--- config.mk ---
export PLATFORM = sky130hd
export DESIGN_NAME = mcu_mem_arbiter
export DESIGN_NICKNAME = d
export VERILOG_FILES = /design/src/rtl/mcu_pkg.sv /design/src/rtl/mcu_rd_replay.sv /design/src/rtl/mcu_mem_arbiter.sv
export SDC_FILE = /design/constraint.sdc
export NUM_CORES = 1
export LEC_CHECK = 0
export ABC_AREA = 0
export CAP_MARGIN = 0
export CORE_MARGIN = 1.5
export CORE_UTILIZATION = 42
export CTS_CLUSTER_SIZE = 12
export DETAILED_ROUTE_END_ITERATION = 6
export PLACE_DENSITY = 0.79
export SLEW_MARGIN = 20
export SYNTH_ARGS = -nofsm -noshare
export SYNTH_HDL_FRONTEND = slang
export SYNTH_HIERARCHICAL = 1
export SYNTH_SLANG_ARGS = --single-unit
--- constraint.sdc ---
create_clock -name MCU_CLK -period 5.1 [get_ports MCU_CLK]
set_input_delay 1.02 -clock MCU_CLK [delete_from_list [all_inputs] [get_ports MCU_CLK]]
set_output_delay 1.02 -clock MCU_CLK [all_outputs]
set_load 0.005 [all_outputs]
--- src/rtl/mcu_pkg.sv ---
// -----------------------------------------------------------------------------
// mcu_pkg
// Shared definitions for the MCU memory arbiter:
//   arb_state_e        - arbiter FSM state encoding
//   RD_BEATS           - read beats returned by the memory controller per read
//   RD_OFFSET_DEFAULT  - default cycles from mem_ack to the first replayed word
// Optional build macro used by the arbiter: MCU_ARB_RR_EN (round-robin).
// -----------------------------------------------------------------------------
package mcu_pkg;

   localparam int RD_BEATS          = 2;
   localparam int RD_OFFSET_DEFAULT = 5;

   typedef enum logic [2:0] {
      IDLE      = 3'd0,
      CMD_CACHE = 3'd1,
      CMD_DMA   = 3'd2,
      RD_WAIT   = 3'd3,
      REPLAY    = 3'd4
   } arb_state_e;

endpackage

--- src/rtl/mcu_rd_replay.sv ---
// -----------------------------------------------------------------------------
// mcu_rd_replay
// Captures the two read beats of a transaction, times the cache replay window
// and drives mem_datafrommem.
// Ports:
//   clk, rst_n    - clock, asynchronous active-low reset
//   start         - read command accepted; rearm beat capture
//   capture_en    - arbiter is in RD_WAIT (beats outside it are ignored)
//   replay_en     - arbiter is in REPLAY
//   dma_rd        - current read belongs to the DMA port
//   rd_valid/data - memory-controller read beats
//   last_beat     - final beat is being captured this cycle
//   replay_done   - last replay cycle; arbiter returns to IDLE
//   rd_word       - read data towards the cache (mem_datafrommem)
// -----------------------------------------------------------------------------
module mcu_rd_replay
   import mcu_pkg::*;
#(
   parameter int AW        = 32,
   parameter int RD_OFFSET = RD_OFFSET_DEFAULT
) (
   input  logic          clk,
   input  logic          rst_n,
   input  logic          start,
   input  logic          capture_en,
   input  logic          replay_en,
   input  logic          dma_rd,
   input  logic          rd_valid,
   input  logic [AW-1:0] rd_data,
   output logic          last_beat,
   output logic          replay_done,
   output logic [AW-1:0] rd_word
);

   localparam int CW = $clog2(RD_OFFSET + 2) + 1;

   logic [1:0]    beat_cnt_reg;
   logic [AW-1:0] beat0_reg;
   logic [AW-1:0] beat1_reg;
   logic [AW-1:0] hold_reg;
   logic          dma_show_reg;
   logic [CW-1:0] replay_cnt_reg;
   logic          capture;

   // Anything beyond RD_BEATS beats is dropped by the count guard.
   assign capture     = capture_en && rd_valid && (beat_cnt_reg < 2'(RD_BEATS));
   assign last_beat   = capture && (beat_cnt_reg == 2'(RD_BEATS - 1));
   assign replay_done = replay_en && (replay_cnt_reg == CW'(RD_OFFSET + 1));

   // DMA reads overlay beat1 for a single cycle; otherwise the last cache
   // word stays visible.
   assign rd_word = dma_show_reg ? beat1_reg : hold_reg;

   always_ff @(posedge clk or negedge rst_n) begin
      if (!rst_n) begin
         beat_cnt_reg   <= '0;
         beat0_reg      <= '0;
         beat1_reg      <= '0;
         hold_reg       <= '0;
         dma_show_reg   <= 1'b0;
         replay_cnt_reg <= '0;
      end else begin
         dma_show_reg <= last_beat && dma_rd;
         if (start) begin
            beat_cnt_reg <= '0;
         end else if (capture) begin
            if (beat_cnt_reg == 2'd0) begin
               beat0_reg <= rd_data;
            end else begin
               beat1_reg <= rd_data;
            end
            beat_cnt_reg <= beat_cnt_reg + 2'd1;
         end
         // Counter is 0 in the mem_ack cycle; hold_reg is loaded one cycle
         // ahead so the words appear at ack+RD_OFFSET and ack+RD_OFFSET+1.
         if (replay_en) begin
            replay_cnt_reg <= replay_cnt_reg + 1'b1;
            if (replay_cnt_reg == CW'(RD_OFFSET - 1)) begin
               hold_reg <= beat0_reg;
            end else if (replay_cnt_reg == CW'(RD_OFFSET)) begin
               hold_reg <= beat1_reg;
            end
         end else begin
            replay_cnt_reg <= '0;
         end
      end
   end

endmodule

--- src/rtl/mcu_mem_arbiter.sv ---
// -----------------------------------------------------------------------------
// mcu_mem_arbiter
// Arbitrates a cache port and a DMA port onto one memory-controller command
// port. Writes are acknowledged after command acceptance; reads collect two
// beats, DMA gets beat1 directly, the cache gets both beats replayed later.
// Build option: define MCU_ARB_RR_EN for round-robin arbitration, otherwise
// fixed priority with the cache over DMA.
// Ports:
//   MCU_CLK, RST            - clock, asynchronous active-low reset
//   mem_* / dma_mcu_access  - cache requester
//   dma_*                   - DMA requester
//   cmd_*                   - command towards the memory controller
//   rd_valid, rd_data       - read beats from the memory controller
// -----------------------------------------------------------------------------
module mcu_mem_arbiter
   import mcu_pkg::*;
#(
   parameter int RD_OFFSET = RD_OFFSET_DEFAULT,
   parameter int AW        = 32
) (
   input  logic          MCU_CLK,
   input  logic          RST,
   input  logic          mem_do_act,
   input  logic          mem_we,
   input  logic [AW-1:0] mem_addr,
   input  logic [AW-1:0] mem_dataintomem,
   output logic          mem_ack,
   output logic [AW-1:0] mem_datafrommem,
   output logic          dma_mcu_access,
   input  logic          dma_req,
   input  logic          dma_we,
   input  logic [AW-1:0] dma_addr,
   input  logic [AW-1:0] dma_wdata,
   output logic          dma_ack,
   output logic          cmd_valid,
   input  logic          cmd_ready,
   output logic          cmd_we,
   output logic [AW-1:0] cmd_addr,
   output logic [AW-1:0] cmd_wdata,
   input  logic          rd_valid,
   input  logic [AW-1:0] rd_data
);

   arb_state_e    state_reg, state_next;
   logic [1:0]    sync_reg;
   logic          owner_cache_reg;
   logic          cmd_we_reg;
   logic [AW-1:0] cmd_addr_reg;
   logic [AW-1:0] cmd_wdata_reg;
   logic          mem_ack_reg;
   logic          dma_ack_reg;
   logic          pick_cache, pick_dma;
   logic          grant_cache, grant_dma;
   logic          rd_start, set_mem_ack, set_dma_ack;
   logic          last_beat, replay_done;

   // Reset assertion is immediate; release only takes effect once it has
   // passed two flops, so IDLE cannot be left earlier than that.
   always_ff @(posedge MCU_CLK or negedge RST) begin
      if (!RST) begin
         sync_reg <= 2'b00;
      end else begin
         sync_reg <= {sync_reg[0], 1'b1};
      end
   end

`ifdef MCU_ARB_RR_EN
   logic rr_cache_reg;   // 1: cache wins a tie
   assign pick_cache = mem_do_act && (!dma_req || rr_cache_reg);
`else
   assign pick_cache = mem_do_act;
`endif
   assign pick_dma = dma_req && !pick_cache;

   always_comb begin
      state_next  = state_reg;
      grant_cache = 1'b0;
      grant_dma   = 1'b0;
      rd_start    = 1'b0;
      set_mem_ack = 1'b0;
      set_dma_ack = 1'b0;
      case (state_reg)
         IDLE: begin
            if (sync_reg[1]) begin
               if (pick_cache) begin
                  state_next  = CMD_CACHE;
                  grant_cache = 1'b1;
               end else if (pick_dma) begin
                  state_next = CMD_DMA;
                  grant_dma  = 1'b1;
               end
            end
         end
         CMD_CACHE, CMD_DMA: begin
            if (cmd_ready) begin
               if (cmd_we_reg) begin
                  state_next  = IDLE;
                  set_mem_ack = owner_cache_reg;
                  set_dma_ack = !owner_cache_reg;
               end else begin
                  state_next = RD_WAIT;
                  rd_start   = 1'b1;
               end
            end
         end
         RD_WAIT: begin
            if (last_beat) begin
               if (owner_cache_reg) begin
                  state_next  = REPLAY;
                  set_mem_ack = 1'b1;
               end else begin
                  state_next  = IDLE;
                  set_dma_ack = 1'b1;
               end
            end
         end
         REPLAY: begin
            if (replay_done) begin
               state_next = IDLE;
            end
         end
         default: state_next = IDLE;
      endcase
   end

   always_ff @(posedge MCU_CLK or negedge RST) begin
      if (!RST) begin
         state_reg       <= IDLE;
         owner_cache_reg <= 1'b0;
         cmd_we_reg      <= 1'b0;
         cmd_addr_reg    <= '0;
         cmd_wdata_reg   <= '0;
         mem_ack_reg     <= 1'b0;
         dma_ack_reg     <= 1'b0;
`ifdef MCU_ARB_RR_EN
         rr_cache_reg    <= 1'b1;
`endif
      end else begin
         state_reg   <= state_next;
         mem_ack_reg <= set_mem_ack;
         dma_ack_reg <= set_dma_ack;
         // Command fields are captured at grant only, so they stay stable
         // for as long as cmd_ready is low.
         if (grant_cache) begin
            owner_cache_reg <= 1'b1;
            cmd_we_reg      <= mem_we;
            cmd_addr_reg    <= mem_addr;
            cmd_wdata_reg   <= mem_dataintomem;
         end else if (grant_dma) begin
            owner_cache_reg <= 1'b0;
            cmd_we_reg      <= dma_we;
            cmd_addr_reg    <= dma_addr;
            cmd_wdata_reg   <= dma_wdata;
         end
`ifdef MCU_ARB_RR_EN
         if (grant_cache) begin
            rr_cache_reg <= 1'b0;
         end else if (grant_dma) begin
            rr_cache_reg <= 1'b1;
         end
`endif
      end
   end

   mcu_rd_replay #(
      .AW        (AW),
      .RD_OFFSET (RD_OFFSET)
   ) u_rd_replay (
      .clk         (MCU_CLK),
      .rst_n       (RST),
      .start       (rd_start),
      .capture_en  (state_reg == RD_WAIT),
      .replay_en   (state_reg == REPLAY),
      .dma_rd      (!owner_cache_reg),
      .rd_valid    (rd_valid),
      .rd_data     (rd_data),
      .last_beat   (last_beat),
      .replay_done (replay_done),
      .rd_word     (mem_datafrommem)
   );

   assign mem_ack        = mem_ack_reg;
   assign dma_ack        = dma_ack_reg;
   assign cmd_valid      = (state_reg == CMD_CACHE) || (state_reg == CMD_DMA);
   assign cmd_we         = cmd_we_reg;
   assign cmd_addr       = cmd_addr_reg;
   assign cmd_wdata      = cmd_wdata_reg;
   assign dma_mcu_access = (state_reg == CMD_CACHE) ||
                           (owner_cache_reg && ((state_reg == RD_WAIT) ||
                                                (state_reg == REPLAY)));

endmodule
# Word level (Yosys, flattened, before mapping)
# Cells that the tools add are included.
[word_totals]
elab_cells = 97
out_inout_bits = 101
ff_bits = 176
in_bits = 168
[op_classes]
order_cmp = 1
n_bitwise = 2
n_reduce_logical = 22
muxes = 43
n_addsub = 2
n_eq_ne = 13
[op_table]
columns = ["op", "count"]
rows = [
  ["$mux 32", 7],
  ["$mux 1", 22],
  ["$mux 3", 7],
  ["$eq 4x3->1 const B", 3],
  ["$pmux 3 s4", 1],
  ["$ne 2x2->1 const B", 4],
  ["$logic_and 1x1->1", 7],
  ["$eq 3x2->1 const B", 2],
  ["$mux 2", 3],
  ["$reduce_and 3->1", 2],
  ["$reduce_bool 2->1", 3],
  ["$reduce_and 5->1", 1],
  ["$add 4x1->4 const B", 1],
  ["$mux 4", 1],
  ["$pmux 1 s2", 2],
  ["$eq 3x1->1 const B", 1],
  ["$eq 3x3->1 const B", 1],
  ["$logic_not 3->1", 1],
  ["$logic_or 1x1->1", 3],
  ["$ne 3x3->1 const B", 1],
  ["$add 2x1->2 const B", 1],
  ["$eq 2x1->1 const B", 1],
  ["$logic_not 1->1", 2],
  ["$logic_not 2->1", 1],
  ["4 further kinds", 5],
]

# Logic depth before layout (Yosys ltp)
[depth]
depth_word = 8
depth_mapped = 11
mapped_depth_nobuf = 8

# By module
# Netlist, hierarchy kept.
[by_module_without_submodules]
columns = ["mod", "cells_per_inst", "instances", "area_per_inst_um2"]
rows = [
  ["mcu_rd_replay", 328, 1, 4738.3],
  ["mcu_mem_arbiter", 328, 1, 3470.8],
]

# Least setup slack after synthesis
# OpenSTA, ideal clock, no wires.
[synth_path]
kind = "reg2reg"
startpoint = "register state_reg[2]"
endpoint = "register state_reg[0]"
t_required_ns = 4.973
setup_time_ns = 0.127
stages_incl_launch_ff = 12
path_slack_ns = 2.440
path_buffers = 3
arrival_time_ns = 2.533
path_cell_list = "dfrtp_1 buf_2 inv_1 nor3_1 and3b_1 buf_2 buf_6 and2_1 nor4b_2 a211oi_1 o31a_1 mux2_1"
[synth_between]
elab_cells_between_ends = 17
classes_between = "eq/ne (9); mux (1); reduce/logical (7)"
[synth_lines]
columns = ["element", "line_no", "rtl"]
rows = [
  ["start: declaration", "mcu_mem_arbiter.sv:44", "arb_state_e state_reg, state_next;"],
  ["start signal: assignment", "mcu_mem_arbiter.sv:139", "state_reg <= state_next;"],
  ["$eq 3x3->1", "mcu_mem_arbiter.sv:173", ".replay_en (state_reg == REPLAY),"],
  ["$logic_and 1x1->1", "mcu_rd_replay.sv:48", "assign replay_done = replay_en && (replay_cnt_reg == CW'(RD_OFFSET + 1));"],
  ["net replay_done", "mcu_mem_arbiter.sv:55", "logic last_beat, replay_done;"],
  ["$ne 2x2->1 (no source line)", "--", ""],
  ["$reduce_and 5->1 (no source line)", "--", ""],
]
# The timed path passes the listed nets, and every way through them passes these cells.
# A chain may end at the register's enable or synchronous reset.

# Worst setup path after layout
[layout_path]
startpoint = "register state_reg[2]"
endpoint = "output dma_mcu_access"
[layout_between]
elab_chain_len = 4
elab_cells_between_ends = 6
classes_between = "eq/ne (3); reduce/logical (3)"
[layout_lines]
columns = ["element", "line_no", "rtl"]
rows = [
  ["$eq 3x2->1 or $eq 3x3->1 (tied branches)", "mcu_mem_arbiter.sv:189, mcu_mem_arbiter.sv:190", ""],
  ["$logic_or 1x1->1", "mcu_mem_arbiter.sv:189", "(owner_cache_reg && ((state_reg == RD_WAIT) ||"],
  ["$logic_and 1x1->1", "mcu_mem_arbiter.sv:189", ""],
  ["$logic_or 1x1->1 (*)", "mcu_mem_arbiter.sv:188", "assign dma_mcu_access = (state_reg == CMD_CACHE) ||"],
  ["end: declaration", "mcu_mem_arbiter.sv:29", "output logic dma_mcu_access,"],
]
# Mark *: on every way between the ends. The rest lies on a longest branch, timed or not.

==> impl_metrics.xml <==
<?xml version="1.0" encoding="UTF-8"?>
<metrics>
  <group name="sta">
    <metric name="timing.final.crit_share" unit="%">72.5</metric>
    <metric name="finalHoldViolCount" unit="">0</metric>
    <metric name="finalWorstPathRequiredPeriod" unit="ps">3700</metric>
    <metric name="timing_max_transition_violations_final" unit="">0</metric>
    <metric name="setup_viol" unit="">0</metric>
    <metric name="final.hold.worst_slack" unit="ps">355</metric>
    <metric name="achievable-frequency" unit="GHz">0.270</metric>
    <metric name="finalSetupTns" unit="ps">0</metric>
    <metric name="worstMarginPinSlew" unit="ps">1010</metric>
    <metric name="grt_setup_unrepaired" unit="">false</metric>
    <metric name="final.setup_skew" unit="ps">14.6</metric>
    <metric name="worst_slew_margin_relative_to_its_limit" unit="%">32.3</metric>
    <metric name="final_critical_path_setup_slack" unit="ps">1400</metric>
  </group>
  <group name="pwr">
    <metric name="power.share.switching" unit="%">32.1</metric>
    <metric name="switching_power" unit="mW">1.75</metric>
    <metric name="p_int" unit="mW">3.71</metric>
    <metric name="total_power" unit="mW">5.47</metric>
    <metric name="clock_power_share" unit="%">24.5</metric>
    <metric name="ir_drop" unit="mV">0.319</metric>
    <metric name="power.density_cell_area" unit="mW/mm2">471</metric>
    <metric name="share_seq_of_total_power" unit="%">41.8</metric>
    <metric name="comb_power_share" unit="%">33.8</metric>
    <metric name="power_leakage" unit="nW">4.81</metric>
  </group>
  <group name="clock_tree">
    <metric name="postCtsHoldBufs" unit="">0</metric>
    <metric name="cts_tree" unit="">built</metric>
    <metric name="clock_tree.buffer_depth" unit="">2</metric>
    <metric name="worst_skew_pair.late_latency" unit="ps">430</metric>
    <metric name="clock_slew_at_reported_path_ffs" unit="ps">70</metric>
    <metric name="tritoncts.num_buffers" unit="">17</metric>
    <metric name="postCtsSetupBuffers" unit="">0</metric>
    <metric name="post_cts_resize_count" unit="">0</metric>
    <metric name="htree_levels" unit="">4</metric>
    <metric name="cts_root_buffer" unit="">clkbuf_16</metric>
    <metric name="clock-sinks" unit="">176</metric>
  </group>
  <group name="detailed_routing">
    <metric name="postRouteAntennaNets" unit="">0</metric>
    <metric name="route.detailed.wl_per_inst" unit="um">19.1</metric>
    <metric name="drt-initial-drc-count" unit="">249</metric>
    <metric name="number_of_vias_after_detailed_routing" unit="">6308</metric>
    <metric name="detailed_routing_iteration_count_for_the_pre_antenna_repair_pass" unit="">5</metric>
    <metric name="drc" unit="">0</metric>
    <metric name="avgViaCountPerCell" unit="">5.33</metric>
    <metric name="wirelength" unit="um">22600</metric>
  </group>
  <group name="worst_setup_path">
    <metric name="worst-endpoint-required" unit="ps">4080</metric>
    <metric name="worst_r2r_endpoint" unit="">state_reg[1]$_DFFE_PN0P_</metric>
    <metric name="timing.critical_path.cells" unit="">inv_1, nor3_1, a32o_1, clkdlybuf4s50_1</metric>
    <metric name="worst_path_maximum_fanout" unit="">11</metric>
    <metric name="critical-path-slowest-cell" unit="">nor3_1</metric>
    <metric name="worstRegToRegCells" unit="">8</metric>
    <metric name="r2r-start" unit="">state_reg[2]$_DFFE_PN0P_</metric>
    <metric name="worstPathArrival" unit="ps">2680</metric>
    <metric name="timing.critical_path.from_type" unit="">flop</metric>
    <metric name="delay_of_the_slowest_critical_path_stage" unit="ps">750</metric>
    <metric name="setup.worst_path.end_class" unit="">output pin</metric>
    <metric name="worstSetupPathType" unit="">reg2out</metric>
    <metric name="worst-r2r-setup-slack" unit="ps">2180</metric>
  </group>
  <group name="global_routing">
    <metric name="overflow" unit="">0</metric>
    <metric name="maximum_number_of_pins_on_one_net_before_global_route_repair" unit="">94</metric>
    <metric name="antenna_found_initial" unit="">4</metric>
    <metric name="wire_length_of_the_first_global_routing_pass" unit="um">35400</metric>
    <metric name="first_global_vias" unit="">6592</metric>
    <metric name="grt_util_all_layers" unit="%">22.7</metric>
  </group>
  <group name="synthesis">
    <metric name="edff_count_synth" unit="">0</metric>
    <metric name="synth_seq_area_share" unit="%">53.7</metric>
    <metric name="yosys.cell_types.count" unit="">43</metric>
    <metric name="synthCells" unit="">656</metric>
    <metric name="synth_flop_cell" unit="">dfrtp_1</metric>
    <metric name="syn_area" unit="mm2">0.00821</metric>
    <metric name="mappedNetlistNets" unit="">830</metric>
    <metric name="yosys_warnings" unit="">6</metric>
    <metric name="synthTopCellsByCount" unit="">dfrtp_1 (176), mux2_2 (90), a21oi_1 (74)</metric>
    <metric name="post_synth_main_area_contributors" unit="">dfrtp_1 (54%), mux2_2 (12%), mux2i_1 (7.9%), a21oi_1 (4.5%), a32o_1 (3.4%)</metric>
    <metric name="synth_top_area_cell" unit="">dfrtp_1</metric>
    <metric name="yosys_register_bits" unit="">176</metric>
    <metric name="async_reset_ff_share" unit="%">100</metric>
    <metric name="postSynthAreaPerCell" unit="um2">12.5</metric>
    <metric name="netlist.area_leader.share" unit="%">53.7</metric>
    <metric name="synth_most_common_cell" unit="">dfrtp_1</metric>
  </group>
  <group name="floorplanning">
    <metric name="initial_core_util" unit="%">43.3</metric>
    <metric name="fp.coreArea" unit="mm2">0.0190</metric>
    <metric name="io_pins" unit="">269</metric>
    <metric name="die-height" unit="um">143</metric>
    <metric name="die_area" unit="mm2">0.0204</metric>
    <metric name="placement_rows" unit="">50</metric>
    <metric name="die_w" unit="um">143</metric>
  </group>
  <group name="min_path">
    <metric name="worstHoldStart" unit="">sync_reg[0]$_DFF_PN0_</metric>
    <metric name="min_path_type" unit="">reg2reg</metric>
    <metric name="min_delay_worst_endpoint" unit="">sync_reg[1]$_DFF_PN0_</metric>
    <metric name="whs_path_depth" unit="">0</metric>
  </group>
  <group name="layout">
    <metric name="areaGrowthSynthToFinish" unit="%">41.5</metric>
    <metric name="layout.nets" unit="">1081</metric>
    <metric name="final_core_utilization" unit="%">61.3</metric>
    <metric name="fillCellCount" unit="">1517</metric>
    <metric name="drive_above_1_share" unit="%">16.0</metric>
  </group>
  <group name="place">
    <metric name="dp.final_hpwl" unit="um">15600</metric>
    <metric name="dpl_worst_slack" unit="ps">1700</metric>
    <metric name="buffer_ports.inserted" unit="">268</metric>
    <metric name="gpl.final_weighted_congestion" unit="">0.807</metric>
  </group>
  <group name="status">
    <metric name="status" unit="">complete, no violations</metric>
  </group>
  <group name="job">
    <metric name="maxCapViolations" unit="">0</metric>
  </group>
</metrics>
[metal layers]
layer	track usage [%]	vias to the layer above	wire [um]
li1	-	2911	-
met1	26.2	3122	8760
met2	37.8	251	11200
met3	9.56	24	2160
met4	8.41	0	403
met5	0	-	0
[worst max-delay path, delay by kind of cell (launching register included)]
family,cells,cell delay [ps]
simple gates,1,750
flops,1,600
buf+inv,2,660
compound gates,1,240
[cell usage in the layout, fill, tap and decap left out, types with 4 or more instances in the layout]
cell type	netlist	routed
dfrtp_1	176	176
nand2_1	4	4
a32o_1	28	28
inv_8	0	5
diode_2	0	4
buf_4	8	12
mux2i_1	65	65
and2_1	5	5
a221o_1	27	27
mux2_2	90	90
o22ai_1	10	10
inv_1	7	7
mux2_1	8	8
nor2_1	71	70
a21oi_1	74	74
clkbuf_16	0	17
ha_1	6	6
clkdlybuf4s50_1	0	267
[power groups by stage]
stage	combinational, mW	clock (mW)	sequential, mW
3_3_place_gp	1.80	0	2.27
2_1_floorplan	0.966	0	2.22
3_5_place_dp	1.85	0	2.29
5_1_grt	2.02	1.42	2.35
6_report	1.85	1.34	2.28
4_1_cts	1.86	1.37	2.28
[worst max path at each step]
stage,startpoint,end,cells past startpoint
floorplan,state_reg[2]$_DFFE_PN0P_,state_reg[0]$_DFFE_PN0P_,11
global placement,cmd_ready,u_rd_replay/beat0_reg[27]$_DFFE_PN0P_,5
detailed placement,cmd_ready,u_rd_replay/beat0_reg[21]$_DFFE_PN0P_,5
CTS,state_reg[2]$_DFFE_PN0P_,dma_mcu_access,4
global route,state_reg[2]$_DFFE_PN0P_,dma_mcu_access,4
finish,state_reg[2]$_DFFE_PN0P_,dma_mcu_access,4
[cells by family (layout without fill, tap and decap cells)]
kind of cell	count (synthesis)	count (layout)	synth area share, %
buf+inv	57	321	4.79
flops	176	176	53.7
simple gates	105	105	6.42
compound gates	144	144	12.4
fa+ha+maj	6	6	0.914
mux	163	163	21.4
xor+xnor	4	4	0.427
other cells	1	5	0.0457
[layout make-up]
type	instances	area [um2]	share of cell area, %
Antenna cell	4	10.0	0.0862
Clock inverter	15	185	1.59
Sequential cell	176	4400	37.9
Clock buffer	17	425	3.66
Inverter	7	26.3	0.226
Multi-Input combinational cell	423	3420	29.5
Tap cell	260	325	2.80
Timing Repair Buffer	282	2810	24.2
[stage by stage]
| stage | cell area [um2] | std cells |
|---|---|---|
| final | 11600 | 1184 |
| after detailed placement | 11000 | 1148 |
| after floorplan | 8210 | 656 |
| after CTS | 11600 | 1180 |
| after global placement | 11000 | 1148 |
| after global routing | 11600 | 1184 |
No activity file was read; power rests on OpenSTA's default activity.
